`config.mk`:
```
export PLATFORM = sky130hd
export DESIGN_NAME = serial_subtractor
export DESIGN_NICKNAME = d
export VERILOG_FILES = /design/src/rtl/serial_subtractor.sv
export SDC_FILE = /design/constraint.sdc
export NUM_CORES = 1
export LEC_CHECK = 0
export CAP_MARGIN = 20
export CORE_ASPECT_RATIO = 2
export CORE_MARGIN = 1.5
export CORE_UTILIZATION = 34
export CTS_BUF_LIST = sky130_fd_sc_hd__clkbuf_4 sky130_fd_sc_hd__clkbuf_8
export DETAILED_ROUTE_END_ITERATION = 16
export GPL_TIMING_DRIVEN = 0
export SYNTH_ARGS = -nofsm -noshare
export SYNTH_HDL_FRONTEND = slang
export SYNTH_SLANG_ARGS = --single-unit
```
`constraint.sdc`:
```
create_clock -name clk -period 1.55 [get_ports clk]
set_clock_uncertainty 0.15 [all_clocks]
set_input_delay 0.31 -clock clk [delete_from_list [all_inputs] [get_ports clk]]
set_output_delay 0.31 -clock clk [all_outputs]
set_load 0.01 [all_outputs]
```
`src/rtl/serial_subtractor.sv`:
```
// Bit-serial WIDTH-bit subtractor d = a - b, LSB first, one bit per clock.
// Latency: start accepted at edge 0, result registered at edge WIDTH, done in the following cycle.
// Backpressure: start is ignored while busy; the next start can be accepted WIDTH+2 cycles after the previous one.
module serial_subtractor #(
  parameter int WIDTH = 8
) (
  input  logic             clk,
  input  logic             rst,
  input  logic             start,
  input  logic [WIDTH-1:0] a,
  input  logic [WIDTH-1:0] b,
  output logic             busy,
  output logic             done,
  output logic [WIDTH-1:0] d,
  output logic             bo
);

  localparam int CW = $clog2(WIDTH);

  typedef enum logic [1:0] {
    IDLE = 2'd0,
    RUN  = 2'd1,
    DONE = 2'd2
  } state_t;

  state_t state, state_nxt;

  logic [WIDTH-1:0] a_sr;
  logic [WIDTH-1:0] b_sr;
  logic [WIDTH-1:0] r_sr;
  logic             br;
  logic [CW-1:0]    cnt;

  // Full-subtractor bit cell on the current LSBs and the running borrow.
  logic ai, bi, diff, br_nxt, last_bit;

  assign ai       = a_sr[0];
  assign bi       = b_sr[0];
  assign diff     = ai ^ bi ^ br;
  assign br_nxt   = (~ai & bi) | (~(ai ^ bi) & br);
  assign last_bit = (cnt == CW'(WIDTH - 1));

  assign busy = (state != IDLE);
  assign done = (state == DONE);

  // State register; reset wins over any pending start.
  always_ff @(posedge clk) begin
    if (rst) begin
      state <= IDLE;
    end else begin
      state <= state_nxt;
    end
  end

  // Next-state logic: IDLE waits for start, RUN counts WIDTH bits, DONE lasts one cycle.
  always_comb begin
    state_nxt = state;
    case (state)
      IDLE:    if (start) state_nxt = RUN;
      RUN:     if (last_bit) state_nxt = DONE;
      DONE:    state_nxt = IDLE;
      default: state_nxt = IDLE;
    endcase
  end

  // Datapath: operand capture, bit-serial shifting, and result update only on the final bit.
  always_ff @(posedge clk) begin
    if (rst) begin
      a_sr <= '0;
      b_sr <= '0;
      r_sr <= '0;
      br   <= 1'b0;
      cnt  <= '0;
      d    <= '0;
      bo   <= 1'b0;
    end else begin
      case (state)
        IDLE: begin
          if (start) begin
            a_sr <= a;
            b_sr <= b;
            br   <= 1'b0;
            cnt  <= '0;
          end
        end
        RUN: begin
          r_sr <= {diff, r_sr[WIDTH-1:1]};
          a_sr <= {1'b0, a_sr[WIDTH-1:1]};
          b_sr <= {1'b0, b_sr[WIDTH-1:1]};
          br   <= br_nxt;
          cnt  <= cnt + CW'(1);
          if (last_bit) begin
            d  <= {diff, r_sr[WIDTH-1:1]};
            bo <= br_nxt;
          end
        end
        default: begin
          // DONE: results hold; nothing else changes.
        end
      endcase
    end
  end

endmodule
```
# Yosys cells after proc, flatten, opt, wreduce, memory -nomap -nowiden
# Index checks and enable logic that the tools add are counted.
# classes
add_sub_neg,1
mul,0
div,0
n_lt_le_gt_ge,0
eq_ne,5
shift,0
muxes,11
bitwise,7
reduce_logical,6
# op_table
cell,count
8-bit case mux with 2 select lines,2
8-bit two-way mux,2
3-bit case mux with 2 select lines,1
2-bit AND reduction,3
2-bit two-way mux,2
2-bit != test (second input constant),2
2-bit case mux with 2 select lines,1
2-bit nonzero test,2
3-bit by 1-bit adder with 3-bit output (second input constant),1
3-bit == test (second input constant),1
3-bit two-way mux,1
1-bit AND,2
2-bit by 1-bit == test with 1-bit output (second input constant),1
2-bit == test (second input constant),1
2-bit logical NOT,1
1-bit inverter,2
1-bit case mux with 2 select lines,1
1-bit bitwise XOR,2
1-bit two-way mux,1
1-bit OR,1
# totals
register_bits,39
latchBits,0
ramBits,0
mem_bits_ro,0
input_bits,19
output_inout_bits,11
mem_count,0

# Longest topological paths before layout
# Gate-level depths: netlist of the first run.
# logic_depth
depth_word,5
ltp_mapped,5

# Worst setup path before layout of the first run
# Ideal clock, no wire load.
# synth_timing
path_kind,reg-to-reg
startpoint,register state[0]
endpoint,register a_sr[0]
arrival_ps,1128
required_time_ps,1283
setup_slack_ps,154
stages_incl_launch_ff,6
n_path_buf,2
period_less_slack_ps,1396
cell_sequence,dfxtp_1 > or3b_1 > buf_2 > buf_6 > o221ai_2 > nor2_1
# synth_via
elab_chain_cells,3
word_cells_on_any_way,6
# synth_rtl
element,line_no,rtl
from (decl),26,"state_t state, state_nxt;"
from (signal assigned),51,state <= state_nxt;
2-bit by 1-bit == test with 1-bit output or 2-bit logical NOT (tied branches),77,case (state)
2-bit nonzero test (no source line) or 2-bit != test (tied branches),n/a,
2-bit AND reduction (no source line),n/a,
to (signal assigned),88,"a_sr <= {1'b0, a_sr[WIDTH-1:1]};"
to (decl),28,logic [WIDTH-1:0] a_sr;
# Parallel ways exist; a longest one is shown, timed or not.
# A chain may end at the register's enable or synchronous reset.

# Final worst setup path of the first run
# layout_timing
startpoint,register state[0]
endpoint,output busy
# layout_via
elab_chain_cells,1
# layout_rtl
element,line_no,rtl
2-bit nonzero test,43,assign busy = (state != IDLE);
to (decl),12,"output logic busy,"
# No other way between the ends.

==> qor.yml, run 1 <==
run_status:
  status: "finished, violations left"
  failed_checks: "setup timing"
timing:
  rsz0062_at_grt: "true"
  tightest_slew_ns: 0.485
  relSlewSlack_pct: 67.7
  timing.final.ws_setup_ns: -0.000885
  clock.fmax_mhz: 645
  setup_tns_ns: -0.000885
  finalCritPeriodShare_pct: 100
  finalCriticalPeriod_ns: 1.55
  slew_viol_final: 0
  hold_viol_final: 0
  finalSetupViolCount: 1
logic_synthesis:
  synthesis.nets: 194
  yosys-mux-area-fraction_pct: 0
  synthCells: 172
  syn_area_sq_mm: 0.00155
  ys_seq_area_share_pct: 49.1
  synthDistinctLibCells: 27
  syn_avg_cell_area_sq_um: 9.01
  synth_compound_area_share_pct: 22.9
  yosysWarnings: 0
  synth-adder-area-share_pct: 2.91
  yosys.area_share.simple_pct: 19.8
  synth_top_family_by_area: "compound AO/OA/AOI/OAI gates"
  ys_seq_elements: 38
  ys_top_cells_by_area: "dfxtp_1 (49%), o221ai_2 (9.7%), nor2_1 (7.7%), a21oi_1 (6.1%), nand2_1 (5.3%)"
  synth_top_area_share_pct: 49.1
  synth_xor_area_share_pct: 0
  synth.largest_area_cell: "dfxtp_1"
floorplanning:
  core_sq_mm: 0.00438
  die_w_microns: 50.7
  die_height_microns: 98.5
  initial_core_util_pct: 35.4
  rows: 34
  ios: 30
  die-area_sq_mm: 0.00500
placed_design:
  dp_hpwl_microns: 2420
  place_area_sq_mm: 0.00190
  port_buffers: 28
  place.gp.congestion: 0.746
grt:
  use_met1_pct: 16.1
  grt_antenna_before_repair: 0
  grt_overflow: 0
  grt_use_met3_pct: 1.97
  grt_pass1_vias: 1322
  grtUsageMet2_pct: 27.8
  gr-usage-all-layers_pct: 15.2
  grt.busiest_layer: "met2"
  grt_pass1_wl_microns: 5840
  grt_max_degree: 13
hold_path:
  whs_path_depth: 2
  hp-start: "rst"
  hp-class: "in2reg"
  hold_end: "r_sr[1]"
clocking:
  clock_latency_ns: 0.29
  cts_tree: "built"
  cts_buffer_depth: 2
  root_buffer: "clkbuf_8"
  cts_sinks: 38
  path_clk_slew_ns: 0.07
  ctsHoldBuffers: 0
  cts_buffers: 5
  cts-htree-levels: 2
pwr:
  clkPwrFrac_pct: 38.8
  peakVddDrop_mv: 1.12
  switching_share_pct: 23.7
  powerDensity_mw_per_mm2: 1030
  seq_power_share_pct: 49.3
  p_int_mw: 1.62
  power.total_mw: 2.13
  leakagePower_nw: 0.815
  power_switching_uw: 505
  comb_power_share_pct: 11.9
route:
  ant_nets: 0
  wl_per_cell_microns: 12.5
  routed_wl_microns: 3360
  dr.pass1.iters: 4
  vias_per_cell: 4.86
  first_iter_violations: 13
  drc: 0
  vias: 1308
finish:
  drive_gt1_share_pct: 19.5
  final_area_sq_mm: 0.00207
  area_growth_syn_to_layout_pct: 33.7
  fillers: 441
  fin_nets: 236
  antennaDiodeCount: 0
job:
  drv_cap: 0
critical_path:
  r2r_cells: 5
  arrival_ns: 1.09
  reg2reg_from: "state[0]"
  path_class: "reg2out"
  crit_fanout: 4
  critPathRequiredTime_ns: 1.09
  endpoint_kind: "primary output"
  r2r_setup_slack_ns: 0.05
  reg2reg_to: "b_sr[6]"
  critPathLaunch: "state[0]"
  start_kind: "flop"
registers in the layout, summed over array words and instances (netlist names):
signal  count
r_sr        7
br          1
b_sr        8
state       2
cnt         3
a_sr        8
d           8
bo          1
what timing repair did:
action	in CTS	in global routing
gates resized for setup	25	6
pin swaps	1	2
setup buffers	0	7
cloned	0	0
hold endpoints to repair	0	0
setup endpoints to repair	34	15
per-stage QoR:
stage | utilization [%] | worst slack [ns] | std cells | hold slack (ns)
after floorplan | - | 0.154 | 172 | 0.287
after global placement | 43.3 | -0.503 | 254 | 0.294
after detailed placement | 43.3 | -0.497 | 254 | 0.298
after CTS | 45.7 | -0.0857 | 262 | 0.215
after global routing | 47.3 | -0.0165 | 269 | 0.292
final | 47.3 | -0.000885 | 269 | 0.246
synthesized netlist by cell type:
library cell and number:
nand3b_1 3, buf_2 9, o21ba_2 1, fa_1 1, a211oi_1 2, o221ai_1 4, a21oi_1 19, o21bai_1 1
nor2_1 32, a2bb2oi_1 1, nand2b_1 1, inv_1 3, clkbuf_1 3, ha_1 2, or2_2 1, or3b_1 1
and2b_1 1, buf_6 1, o21ai_0 2, nor2b_1 2, a311oi_1 1, a22oi_1 2, buf_1 1, nand3_1 8
dfxtp_1 38, nand2_1 22, o221ai_2 10
power groups by stage:
stage / Sequential (mW) / Combinational, mW / Clock (mW)
after detailed placement: 1.07 / 0.240 / 0
after global placement: 1.07 / 0.239 / 0
after global routing: 1.06 / 0.282 / 0.872
final: 1.05 / 0.252 / 0.825
after CTS: 1.05 / 0.240 / 0.847
after floorplan: 1.07 / 0.152 / 0
final cells by class:
class / instances / area [sq um] / share of cell area, %
Clock buffer: 5 / 68.8 / 3.32
Tap cell: 54 / 67.6 / 3.26
Inverter: 3 / 11.3 / 0.543
Clock inverter: 3 / 40.0 / 1.93
Timing Repair Buffer: 35 / 317 / 15.3
Buffer: 14 / 96.3 / 4.65
Multi-Input combinational cell: 117 / 709 / 34.2
Sequential cell: 38 / 763 / 36.8
worst max-delay path, cell delays in order, from the launching register on:
cell	delay (ns)
dfxtp_2	0.33
buf_6	0.12
or2_4	0.24
buf_6	0.12
cell families after synthesis:
family	after synthesis
AO/OA/AOI/OAI	43
flip-flops	38
AND/OR/NAND/NOR	71
adder cells (fa/ha/maj)	3
buffers and inverters	17
how the worst max path moves through the flow:
stage / end / depth (start not counted)
after CTS: busy / 3
after global routing: busy / 3
after detailed placement: b_sr[6] / 6
final: busy / 3
after floorplan: a_sr[0] / 5
after global placement: b_sr[6] / 6
metal layers:
metal	wire length, microns	up-vias
li1	-	679
met1	1370	599
met2	1820	25
met3	80	5
met4	87	0
met5	0	-
cells in the final DEF (no fill, tap or decap), drive strengths merged, types with 3 or more instances in the layout:
cell type	instances
nand3	8
dlygate4sd2	10
clkbuf	10
inv	3
nor2	32
clkdlybuf4s50	16
o221ai	14
a21oi	19
buf	18
nand3b	3
nand2	22
dfxtp	38
(Power assumes the default switching activity.)
==> run 2, diff against run 1 <==
--- a/config.mk
+++ b/config.mk
@@ -12,6 +12,7 @@
 export CTS_BUF_LIST = sky130_fd_sc_hd__clkbuf_4 sky130_fd_sc_hd__clkbuf_8
 export DETAILED_ROUTE_END_ITERATION = 16
 export GPL_TIMING_DRIVEN = 0
+export PLACE_DENSITY = 0.56
 export SYNTH_ARGS = -nofsm -noshare
 export SYNTH_HDL_FRONTEND = slang
 export SYNTH_SLANG_ARGS = --single-unit
==> qor.yml, run 2 (synthesis results as in run 1) <==
run_status:
  status: "finished, violations left"
  failed_checks: "setup timing"
route:
  drc: 0  # unchanged
  routed_wl_microns: 3490  # +4.0%
  vias_per_cell: 4.98  # +2.4%
  first_iter_violations: 30  # +17
  dr.pass1.iters: 4  # unchanged
  wl_per_cell_microns: 13.1  # +4.8%
  ant_nets: 0  # unchanged
  vias: 1330  # +1.7%
finish:
  area_growth_syn_to_layout_pct: 32.5
  drive_gt1_share_pct: 19.2  # -0.29 points
  antennaDiodeCount: 0  # unchanged
  fillers: 458  # +3.9%
  fin_nets: 234  # -0.85%
  final_util_pct: 46.9  # -0.43 points
  reg.largest.list: "a_sr (8), b_sr (8), d (8)"
  final_cell_mix: "dfxtp_1 (36), nor2_1 (32), nand2_1 (22)"
  layout_commonest_cell: "dfxtp_1"
pwr:
  powerDensity_mw_per_mm2: 1030  # +0.61%
  peakVddDrop_mv: 0.694  # -38%
  leakagePower_nw: 0.802  # -1.7%
grt:
  grt_pass1_wl_microns: 5690  # -2.5%
  gr-usage-all-layers_pct: 14.7  # -0.44 points
  use_met1_pct: 13.9  # -2.3 points
  grt_antenna_before_repair: 0  # unchanged
  grt_overflow: 0  # unchanged
  grtUsageMet2_pct: 28.6  # +0.81 points
  grt_pass1_vias: 1347  # +1.9%
  grt.busiest_layer: "met2"
  grt_max_degree: 13  # unchanged
  grt_use_met3_pct: 3.48  # +1.5 points
clocking:
  clock_latency_ns: 0.29  # about the same
  path_clk_slew_ns: 0.07  # about the same
  ctsHoldBuffers: 0  # unchanged
  cts_buffers: 5  # unchanged
  cts_tree: "built"
  cts_buffer_depth: 2  # unchanged
  root_buffer: "clkbuf_8"
  cts_sinks: 38  # unchanged
  cts-htree-levels: 2  # unchanged
critical_path:
  cp_common_cell: "buf_6"
  endpoint: "busy"
  reg2reg_from: "state[0]"
  reg2reg_to: "b_sr[6]"
  r2r_cells: 4  # -1
  crit_slowest_cell: "dfxtp_2"
  path_class: "reg2out"
  arrival_ns: 1.11  # +0.02 ns
  r2r_setup_slack_ns: 0.04  # about the same
  critPathLaunch: "state[0]"
  slowest_delay_ns: 0.34  # about the same
  endpoint_kind: "primary output"
  crit_fanout: 6  # +2
  start_kind: "flop"
  path_cells: "buf_6 -> or2_4 -> buf_6"
  critPathRequiredTime_ns: 1.09  # about the same
timing:
  clock.fmax_mhz: 638  # -1.0%
  slew_viol_final: 0  # unchanged
  tightest_slew_ns: 0.464  # -0.0208 ns
  hold_viol_final: 0  # unchanged
  rsz0062_at_grt: "true"
  finalCritPeriodShare_pct: 101  # +1.0 points
  setup_tns_ns: -0.0166  # -0.0157 ns
  finalCriticalPeriod_ns: 1.57  # +0.0157 ns
  timing.final.ws_setup_ns: -0.0166  # -0.0157 ns
  finalSetupViolCount: 1  # unchanged
  relSlewSlack_pct: 69.1  # +1.4 points
floorplanning:
  core_sq_mm: 0.00438  # unchanged
  ios: 30  # unchanged
  die_height_microns: 98.5  # unchanged
  die-area_sq_mm: 0.00500  # unchanged
  die_w_microns: 50.7  # unchanged
  rows: 34  # unchanged
  initial_core_util_pct: 35.4  # unchanged
placed_design:
  port_buffers: 28  # unchanged
  dp_hpwl_microns: 2570  # +6.0%
  place.gp.congestion: 0.797  # +6.9%
job:
  drv_cap: 0  # unchanged
hold_path:
  hp-class: "in2reg"
## run 2: changes by cell type in the layout (fill, tap and decap cells not counted)
cell | before | now
buf_2 | 6 | 7
buf_4 | 8 | 6
buf_6 | 3 | 4
buf_8 | 1 | 0
clkbuf_4 | 2 | 1
ha_1 | 2 | 1
ha_2 | 0 | 1
## run 2: worst min-delay path by stage
stage	startpoint	endpoint	slack [ns]	cells past startpoint
floorplan	r_sr[1]	r_sr[1]	0.29	2
global placement	r_sr[1]	r_sr[1]	0.29	2
detailed placement	d[1]	d[1]	0.30	2
CTS	rst	r_sr[1]	0.21	2
global route	rst	r_sr[1]	0.25	2
finish	rst	r_sr[1]	0.22	2
## run 2: critical path: cells and delay by family (launching register included)
family                 cells  cell delay [ns]
buffers and inverters      2             0.24
and+or+nand+nor            1             0.24
DFF                        1             0.34
## run 2: metrics by stage
stage	cells	instance area [sq um]	hold WS [ns]	worst slack [ns]	total power [mW]
final	267	2050	0.218	-0.0166	2.12
after CTS	262	2010	0.212	-0.0260	2.14
after global placement	254	1900	0.294	-0.508	1.30
after detailed placement	254	1900	0.298	-0.500	1.31
after global routing	267	2050	0.247	-0.0442	2.21
after floorplan	172	1550	0.287	0.154	1.22
## run 2: final cells by class
class | instances | area (sq um) | area share [%]
flip-flops and latches | 38 | 763 | 37.1
multi-input cells | 117 | 712 | 34.7
repair buffers | 34 | 309 | 15.0
plain buffers | 13 | 82.6 | 4.02
clock buffers | 5 | 68.8 | 3.35
well taps | 54 | 67.6 | 3.29
clock inverters | 3 | 40.0 | 1.95
inverters | 3 | 11.3 | 0.548
## run 2: layer usage
metal	share of wire, %	wire (microns)	vias to the layer above
li1	-	-	675
met1	38	1310	614
met2	57	1990	36
met3	3.9	137	5
met4	1.7	58	0
met5	0	0	-
## run 2: where the power goes
part	internal (mW)	total, mW	switching (mW)	leakage, nW
registers	1.02	1.05	0.0291	0.311
clock network	0.473	0.824	0.350	0.0579
logic	0.122	0.247	0.124	0.432
## run 2: what timing repair did
action,CTS,global route
buffers inserted,0,6
setup endpoints to repair,33,16
pin swaps,1,2
resized for setup,28,1
hold endpoints to repair,0,0
